<file path="config.mk">
export PLATFORM = sky130hd
export DESIGN_NAME = daxi_arbiter
export DESIGN_NICKNAME = d
export VERILOG_FILES = /design/src/rtl/daxi_arb_pkg.sv /design/src/rtl/daxi_arb_id_fifo.sv /design/src/rtl/daxi_arbiter.sv
export SDC_FILE = /design/constraint.sdc
export NUM_CORES = 1
export LEC_CHECK = 0
export CORE_AREA = 3 3 122 124
export CTS_CLUSTER_SIZE = 20
export DETAILED_ROUTE_END_ITERATION = 10
export DIE_AREA = 0 0 125 127
export PLACE_DENSITY_LB_ADDON = 0.3
export SYNTH_ARGS = -nofsm -noshare
export SYNTH_HDL_FRONTEND = slang
export SYNTH_SLANG_ARGS = --single-unit
</file>
<file path="constraint.sdc">
create_clock -name cpu_clk -period 2.5 [get_ports cpu_clk]
set_input_delay 0.25 -clock cpu_clk [delete_from_list [all_inputs] [get_ports cpu_clk]]
set_output_delay 0.25 -clock cpu_clk [all_outputs]
set_load 0.02 [all_outputs]
</file>
<file path="src/rtl/daxi_arb_pkg.sv">
// Shared types and defaults for the DAXI arbiter: requester IDs and
// the default depth of the outstanding-read ID tracker.
package daxi_arb_pkg;

    typedef logic [0:0] req_id_t;

    localparam req_id_t REQ_LSU = 1'b0;
    localparam req_id_t REQ_DBG = 1'b1;

    localparam int RD_DEPTH_DEF = 4;

endpackage

</file>
<file path="src/rtl/daxi_arb_id_fifo.sv">
// In-order tracker of requester IDs for outstanding DAXI reads.
// Full/empty come from the count before this cycle's push/pop.
module daxi_arb_id_fifo
    import daxi_arb_pkg::*;
#(
    parameter int DEPTH = RD_DEPTH_DEF
) (
    input  logic    clk,
    input  logic    rst_n,
    input  logic    push,
    input  logic    pop,
    input  req_id_t din,
    output req_id_t dout,
    output logic    full,
    output logic    empty
);

    localparam int PW = $clog2(DEPTH);
    localparam int CW = PW + 1;

    req_id_t        mem_q [DEPTH];
    logic [PW-1:0]  wr_ptr_q, wr_ptr_d;
    logic [PW-1:0]  rd_ptr_q, rd_ptr_d;
    logic [CW-1:0]  count_q, count_d;
    logic           push_ok_s, pop_ok_s;

    assign full      = (count_q == CW'(DEPTH));
    assign empty     = (count_q == {CW{1'b0}});
    assign dout      = mem_q[rd_ptr_q];
    assign push_ok_s = push && !full;
    assign pop_ok_s  = pop && !empty;

    // Next-state for pointers and occupancy; pointers wrap on the power-of-2 depth.
    always_comb begin
        wr_ptr_d = wr_ptr_q;
        rd_ptr_d = rd_ptr_q;
        count_d  = count_q;
        if (push_ok_s) begin
            wr_ptr_d = wr_ptr_q + PW'(1);
        end else begin
            wr_ptr_d = wr_ptr_q;
        end
        if (pop_ok_s) begin
            rd_ptr_d = rd_ptr_q + PW'(1);
        end else begin
            rd_ptr_d = rd_ptr_q;
        end
        case ({push_ok_s, pop_ok_s})
            2'b10:   count_d = count_q + CW'(1);
            2'b01:   count_d = count_q - CW'(1);
            default: count_d = count_q;
        endcase
    end

    // Pointer, count and storage registers.
    always_ff @(posedge clk or negedge rst_n) begin
        if (!rst_n) begin
            wr_ptr_q <= {PW{1'b0}};
            rd_ptr_q <= {PW{1'b0}};
            count_q  <= {CW{1'b0}};
            for (int i = 0; i < DEPTH; i++) begin
                mem_q[i] <= REQ_LSU;
            end
        end else begin
            wr_ptr_q <= wr_ptr_d;
            rd_ptr_q <= rd_ptr_d;
            count_q  <= count_d;
            if (push_ok_s) begin
                mem_q[wr_ptr_q] <= din;
            end
        end
    end

endmodule

</file>
<file path="src/rtl/daxi_arbiter.sv">
// Two-requester arbiter for the data-AXI port with in-order read-return routing.
// Define DAXI_ARB_RR_EN for round-robin; otherwise m0 has fixed priority.
module daxi_arbiter
    import daxi_arb_pkg::*;
#(
    parameter int ADDR_WIDTH = 32,
    parameter int DATA_WIDTH = 32,
    parameter int RD_DEPTH   = RD_DEPTH_DEF
) (
    input  logic                  cpu_clk,
    input  logic                  cpu_resetn,
    input  logic                  m0_access,
    input  logic                  m0_rd0_wr1,
    input  logic [3:0]            m0_byte_strobe,
    input  logic [ADDR_WIDTH-1:0] m0_addr,
    input  logic [DATA_WIDTH-1:0] m0_write_data,
    output logic                  m0_accept,
    output logic [DATA_WIDTH-1:0] m0_read_data,
    output logic                  m0_read_data_valid,
    input  logic                  m1_access,
    input  logic                  m1_rd0_wr1,
    input  logic [3:0]            m1_byte_strobe,
    input  logic [ADDR_WIDTH-1:0] m1_addr,
    input  logic [DATA_WIDTH-1:0] m1_write_data,
    output logic                  m1_accept,
    output logic [DATA_WIDTH-1:0] m1_read_data,
    output logic                  m1_read_data_valid,
    output logic                  DAXI_access,
    output logic [3:0]            DAXI_byte_strobe,
    output logic                  DAXI_rd0_wr1,
    output logic [ADDR_WIDTH-1:0] DAXI_addr,
    output logic [DATA_WIDTH-1:0] DAXI_write_data,
    input  logic                  DAXI_trans_buffer_full,
    input  logic [DATA_WIDTH-1:0] DAXI_read_data,
    input  logic                  DAXI_read_data_valid,
    output logic                  arb_err
);

    logic    slot_open_s, rd_room_s;
    logic    elig0_s, elig1_s, gnt0_s, gnt1_s;
    logic    push_s, pop_s, fifo_full_s, fifo_empty_s;
    req_id_t push_id_s, fifo_dout_s;
    logic    arb_err_q, arb_err_d;

    // A write only needs DAXI room, so a full ID tracker never blocks writes.
    assign slot_open_s = !DAXI_trans_buffer_full;
    assign rd_room_s   = slot_open_s && !fifo_full_s;
    assign elig0_s     = m0_access && (m0_rd0_wr1 ? slot_open_s : rd_room_s);
    assign elig1_s     = m1_access && (m1_rd0_wr1 ? slot_open_s : rd_room_s);

`ifdef DAXI_ARB_RR_EN
    req_id_t rr_last_q, rr_last_d;

    // Remember the most recent grantee for the next contention.
    always_comb begin
        rr_last_d = rr_last_q;
        if (gnt0_s) begin
            rr_last_d = REQ_LSU;
        end else if (gnt1_s) begin
            rr_last_d = REQ_DBG;
        end else begin
            rr_last_d = rr_last_q;
        end
    end

    // Round-robin history; reset to DBG so LSU wins the first contention.
    always_ff @(posedge cpu_clk or negedge cpu_resetn) begin
        if (!cpu_resetn) begin
            rr_last_q <= REQ_DBG;
        end else begin
            rr_last_q <= rr_last_d;
        end
    end
`endif

    // Single grant per cycle among eligible requesters.
    always_comb begin
        gnt0_s = 1'b0;
        gnt1_s = 1'b0;
        if (elig0_s && elig1_s) begin
`ifdef DAXI_ARB_RR_EN
            gnt0_s = (rr_last_q != REQ_LSU);
            gnt1_s = (rr_last_q == REQ_LSU);
`else
            gnt0_s = 1'b1;
            gnt1_s = 1'b0;
`endif
        end else begin
            gnt0_s = elig0_s;
            gnt1_s = elig1_s;
        end
    end

    // Drive the granted request onto DAXI; zeros when nothing is granted.
    always_comb begin
        DAXI_access      = gnt0_s || gnt1_s;
        DAXI_byte_strobe = 4'b0000;
        DAXI_rd0_wr1     = 1'b0;
        DAXI_addr        = {ADDR_WIDTH{1'b0}};
        DAXI_write_data  = {DATA_WIDTH{1'b0}};
        if (gnt0_s) begin
            DAXI_byte_strobe = m0_byte_strobe;
            DAXI_rd0_wr1     = m0_rd0_wr1;
            DAXI_addr        = m0_addr;
            DAXI_write_data  = m0_write_data;
        end else if (gnt1_s) begin
            DAXI_byte_strobe = m1_byte_strobe;
            DAXI_rd0_wr1     = m1_rd0_wr1;
            DAXI_addr        = m1_addr;
            DAXI_write_data  = m1_write_data;
        end else begin
            DAXI_access      = 1'b0;
        end
    end

    assign m0_accept = gnt0_s;
    assign m1_accept = gnt1_s;
    assign push_s    = (gnt0_s && !m0_rd0_wr1) || (gnt1_s && !m1_rd0_wr1);
    assign push_id_s = gnt1_s ? REQ_DBG : REQ_LSU;
    assign pop_s     = DAXI_read_data_valid && !fifo_empty_s;

    daxi_arb_id_fifo #(
        .DEPTH (RD_DEPTH)
    ) u_id_fifo (
        .clk   (cpu_clk),
        .rst_n (cpu_resetn),
        .push  (push_s),
        .pop   (pop_s),
        .din   (push_id_s),
        .dout  (fifo_dout_s),
        .full  (fifo_full_s),
        .empty (fifo_empty_s)
    );

    // Steer returned read data to the requester at the head of the tracker.
    always_comb begin
        m0_read_data       = {DATA_WIDTH{1'b0}};
        m1_read_data       = {DATA_WIDTH{1'b0}};
        m0_read_data_valid = 1'b0;
        m1_read_data_valid = 1'b0;
        if (pop_s && (fifo_dout_s == REQ_LSU)) begin
            m0_read_data       = DAXI_read_data;
            m0_read_data_valid = 1'b1;
        end else if (pop_s) begin
            m1_read_data       = DAXI_read_data;
            m1_read_data_valid = 1'b1;
        end else begin
            m0_read_data_valid = 1'b0;
        end
    end

    assign arb_err_d = arb_err_q | (DAXI_read_data_valid & fifo_empty_s);
    assign arb_err   = arb_err_q;

    // Sticky flag for a read return that has no outstanding owner.
    always_ff @(posedge cpu_clk or negedge cpu_resetn) begin
        if (!cpu_resetn) begin
            arb_err_q <= 1'b0;
        end else begin
            arb_err_q <= arb_err_d;
        end
    end

endmodule

</file>
==> flow_summary.ini, run 1 <==
[place]
dp_worst_setup_slack_ns = -0.0448
place_area_sq_mm = 0.00540
gp_congestion = 0.918
dp_hpwl_um = 11600
portBuffers = 314

[floorplan]
row_count = 43
start_util_pct = 14.1
die_area_sq_mm = 0.0159
die_w_um = 125
pin_count = 315
die_h_um = 127
coreArea_sq_mm = 0.0139

[routing]
drt_wl_total_um = 13900
wl_per_cell_um = 18.7
num_vias = 3302
drtPass1Iterations = 4
drc = 0
ant_nets = 0
routed_via_density = 4.42
drt-initial-drc-count = 96

[timing]
fin_ws_ns = 0.0676
max_freq_mhz = 411
worst_slew_pin_slew_ns = 0.561
fin_setup_tns_ns = 0
clock-skew-final_ns = 0.00291
rsz0062_at_grt = yes
worst_hold_slack_ns = 0.373
fin_crit_ns = 2.43
finalSetupViolations = 0
hold_viol = 0
slew_violations = 0
relSlewSlack_pct = 62.5
post-route-period-util_pct = 97.3

[cells_and_area]
fin_area_sq_mm = 0.00553
area_growth_pct = 183
final_nets = 749
fin_util_pct = 39.8
drive_gt1_share_pct = 8.67

[synthesis]
yosysSeqAreaShare_pct = 15.4
yosys-top-cells-count = 68 x a22o_1, 34 x nand2_1, 34 x nor2_1
ys_types = 31
ys_ff_latch = 12
synth-edff-count = 0
syn-num-nets = 439
ys.flop_type = dfrtp_1
synth_top_area_share_pct = 30.5
synth_cells = 257
synth_area_sq_mm = 0.00195
yosys-top-cells-area = a22o_1 31%, dfrtp_1 15%, and3_1 10%
yosysMostFrequentCell = a22o_1
synth_top_cell_by_area = a22o_1
async_flop_share_pct = 100
yosysWarnings = 0
syn_area_per_cell_sq_um = 7.59

[global_route]
grt_use_total_pct = 16.0
grt_first_pass_wirelength_um = 20100
overflow = 0
antenna_found_initial = 2
grt_max_degree = 67
grt_pass1_vias = 3435

[min_path]
min_path_type = in2async

[power]
vdd_drop_max_mv = 0.350
p_leak_nw = 2.87
powerDensity_mw_per_mm2 = 663

[clocking]
ctsHoldBuffers = 0
cts_buffers = 3
cts_tree = built
clockRootBuffer = clkbuf_16
cts.sinks = 12
cts.htree.levels = 1
cts_buffer_depth = 2
insertion_delay_ns = 0.24
clk_pin_slew_worst_paths_ns = 0.04

[setup_path]
crit_arrival_ns = 2.18
critical_path_class = reg2out
path_max_fanout = 29
cp-start-kind = register
cp-end-kind = output port
worstPathRequired_ns = 2.25

[run]
cap_violations = 0

[status]
outcome = completed
## power by group
part	total, mW	leakage, nW	internal (mW)	switching (mW)
clock network	0.290	0.0370	0.208	0.0817
logic	2.99	2.69	1.46	1.53
registers	0.379	0.140	0.298	0.0808
## final cells by class
cell class	instances	area (sq um)
Antenna cell	2	5.00
Sequential cell	12	300
Multi-Input combinational cell	208	1460
Timing Repair Buffer	336	3440
Clock buffer	3	75.1
Inverter	6	22.5
Tap cell	180	225
Fill cell	1370	8350
## cells in the final DEF (no fill, tap or decap), types with 2 or more instances in the layout
| cell type | n |
|---|---|
| a22o_1 | 68 |
| a31oi_1 | 8 |
| and3_1 | 32 |
| buf_12 | 12 |
| buf_4 | 17 |
| buf_6 | 2 |
| clkbuf_16 | 3 |
| clkbuf_2 | 3 |
| clkdlybuf4s15_1 | 19 |
| clkdlybuf4s50_1 | 218 |
| dfrtp_1 | 12 |
| diode_2 | 2 |
| dlygate4sd2_1 | 39 |
| dlymetal6s2s_1 | 26 |
| ha_1 | 4 |
| inv_1 | 6 |
| nand2_1 | 34 |
| nor2_1 | 34 |
| nor2b_1 | 2 |
| xnor2_1 | 3 |
| xor2_1 | 3 |
## sequential cells by signal, indices dropped and copies added (netlist names)
name / flops
arb_err: 1
u_id_fifo.count_q: 3
u_id_fifo.mem_q: 4
u_id_fifo.rd_ptr_q: 2
u_id_fifo.wr_ptr_q: 2
## logic make-up (layout without fill, tap and decap cells)
logic type | after synthesis | in the layout | synth area share (%)
AND/OR/NAND/NOR | 110 | 110 | 27.5
adder cells (fa/ha/maj) | 6 | 6 | 4.23
XOR/XNOR | 6 | 6 | 2.69
flip-flops | 12 | 12 | 15.4
multiplexers | 3 | 3 | 2.24
other | 0 | 2 | 0
AO/OA/AOI/OAI | 83 | 83 | 36.9
buffers and inverters | 37 | 345 | 11.0
## what timing repair did
item                                    4_1_cts  5_1_grt
pin swaps                                     5        3
setup buffers                                 3        1
endpoints found under the setup margin       62       70
gates resized for setup                      64       54
## final timing paths
path | from | end | slack, ns | cells after the start
worst max-delay path | u_id_fifo.count_q[1]$_DFFE_PN0P_ | DAXI_write_data[13] | 0.07 | 6
worst min-delay path | cpu_resetn | arb_err$_DFF_PN0_ | 0.37 | 1
worst max register to register | u_id_fifo.count_q[1]$_DFFE_PN0P_ | u_id_fifo.count_q[2]$_DFFE_PN0P_ | 0.09 | 10
worst min register to register | arb_err$_DFF_PN0_ | arb_err$_DFF_PN0_ | 0.47 | 1
max in group asynchronous | cpu_resetn | u_id_fifo.rd_ptr_q[0]$_DFFE_PN0P_ | 1.76 | 1
min in group cpu_clk | arb_err$_DFF_PN0_ | arb_err$_DFF_PN0_ | 0.47 | 1
## layer usage
layer | global-route usage, % | share of wire [%] | routed length [um]
met2 | 31.2 | 54 | 7470
met4 | 4.34 | 1.9 | 258
met1 | 15.5 | 33 | 4640
met3 | 6.56 | 11 | 1570
met5 | 0 | 0 | 0
## worst max-delay path, cell delays in order (launching register included)
cell and delay (ns):
dfrtp_1 0.40, or3b_4 0.41, o21a_4 0.27, nor2_8 0.16, buf_12 0.19, a22o_1 0.14
dlygate4sd2_1 0.36
## stage by stage
stage	total power [mW]	std cells
after floorplan	1.95	257
after global placement	3.40	738
after detailed placement	3.45	738
after CTS	3.70	744
after global routing	3.93	747
final	3.66	747
Note: power is estimated with default switching activity, not from simulation.
==> inputs of run 2 (changes only) <==
==> constraint.sdc (replaced) <==
create_clock -name cpu_clk -period 2.05 [get_ports cpu_clk]
set_input_delay 0.205 -clock cpu_clk [delete_from_list [all_inputs] [get_ports cpu_clk]]
set_output_delay 0.205 -clock cpu_clk [all_outputs]
set_load 0.02 [all_outputs]
==> flow_summary.ini, run 2 (same netlist as run 1, synthesis figures left out) <==
[routing]
routed_via_density = 4.55
drc = 0
num_vias = 3575
drt-initial-drc-count = 127
wl_per_cell_um = 20.0
drt_wl_total_um = 15700
ant_nets = 0
drtPass1Iterations = 4

[timing]
worst_hold_slack_ns = 0.320
fin_crit_ns = 2.36
max_freq_mhz = 424
post-route-period-util_pct = 115
fin_ws_ns = -0.308
rsz0062_at_grt = yes
relSlewSlack_pct = 64.5
clock-skew-final_ns = 0.00188
worst_slew_pin_slew_ns = 0.530
slew_violations = 0
fin_setup_tns_ns = -19.52
finalSetupViolations = 92
hold_viol = 0

[floorplan]
die_area_sq_mm = 0.0159
row_count = 43
coreArea_sq_mm = 0.0139
die_h_um = 127
pin_count = 315
die_w_um = 125
start_util_pct = 14.1

[setup_path]
cp-start-kind = register
path_max_fanout = 10
cp-end-kind = output port
worstPathRequired_ns = 1.85
crit_arrival_ns = 2.15
rrSetupSlack_ns = -0.28
critical_path_class = reg2out

[run]
cap_violations = 0

[place]
dp_hpwl_um = 11100
gp_congestion = 0.908
dp_worst_setup_slack_ns = -0.399
portBuffers = 314
place_area_sq_mm = 0.00542

[cells_and_area]
area_growth_pct = 214
mostFrequentLayoutCells = 176 x clkdlybuf4s50_1, 96 x buf_6, 67 x a22o_1, 47 x buf_4, 34 x nand2_1
largest_reg_flops = 4
final_nets = 788
drive_gt1_share_pct = 38.7
regMostFlops = u_id_fifo.mem_q
fin_util_pct = 44.2
final_common_cell = clkdlybuf4s50_1
fin_area_sq_mm = 0.00613
top_regs = u_id_fifo.mem_q (4), u_id_fifo.count_q (3)

[status]
violations = setup timing
outcome = complete, but fails checks

[global_route]
grt_use_total_pct = 15.4
grt_pass1_vias = 3283
grt_max_degree = 67
antenna_found_initial = 2
grt_first_pass_wirelength_um = 19200
overflow = 0

[clocking]
clockRootBuffer = clkbuf_16
cts_buffers = 3
cts.htree.levels = 1
clk_pin_slew_worst_paths_ns = 0.04
cts.sinks = 12
cts_buffer_depth = 2
cts_tree = built
insertion_delay_ns = 0.24

[power]
powerDensity_mw_per_mm2 = 973
p_leak_nw = 2.84
vdd_drop_max_mv = 0.663

[min_path]
min_path_type = in2async
## run 2: cell type report
cell class	instances	area, sq um
Antenna cell	2	5.00
Clock buffer	3	75.1
Inverter	6	22.5
Timing Repair Buffer	374	3900
Tap cell	180	225
Sequential cell	12	302
Multi-Input combinational cell	209	1610
Fill cell	1317	7750
## run 2: power breakdown
group	switching, mW	internal [mW]	total, mW	leakage [nW]
Combinational	2.46	2.68	5.14	2.67
Sequential	0.123	0.365	0.488	0.139
Clock	0.0917	0.253	0.345	0.0370
Total	2.67	3.29	5.97	2.84
## run 2: layer usage
layer	track usage (%)	wire, um
met1	16.2	5500
met2	28.1	8070
met5	0	0
met4	2.61	338
met3	7.65	1810
## run 2: critical path, stage by stage, from the launching register on
cell	delay, ns
dfrtp_1	0.37
or3b_4	0.42
o21a_4	0.26
buf_12	0.14
nor2_8	0.09
buf_12	0.16
buf_12	0.14
a22o_1	0.18
buf_6	0.13
## run 2: repair_timing
item | in CTS | in global routing
buffers inserted | 6 | 12
gates resized for setup | 418 | 325
cloned | 3 | 15
endpoints found under the setup margin | 139 | 140
pin swaps | 9 | 20
hold buffers | 0 | 0
## run 2: path summary, 6_finish.rpt
kind	end	cells past startpoint	startpoint
worst max-delay path	DAXI_addr[5]	8	u_id_fifo.count_q[0]$_DFFE_PN0P_
worst min-delay path	arb_err$_DFF_PN0_	1	cpu_resetn
worst max register to register	u_id_fifo.count_q[2]$_DFFE_PN0P_	10	u_id_fifo.count_q[0]$_DFFE_PN0P_
worst min register to register	arb_err$_DFF_PN0_	1	arb_err$_DFF_PN0_
max in group asynchronous	u_id_fifo.rd_ptr_q[0]$_DFFE_PN0P_	1	cpu_resetn
min in group cpu_clk	arb_err$_DFF_PN0_	1	arb_err$_DFF_PN0_
## run 2: stage by stage
stage	power (mW)	cells
5_1_grt	6.26	786
3_3_place_gp	4.18	746
2_1_floorplan	2.41	257
6_report	5.97	786
4_1_cts	4.40	758
3_5_place_dp	4.25	746
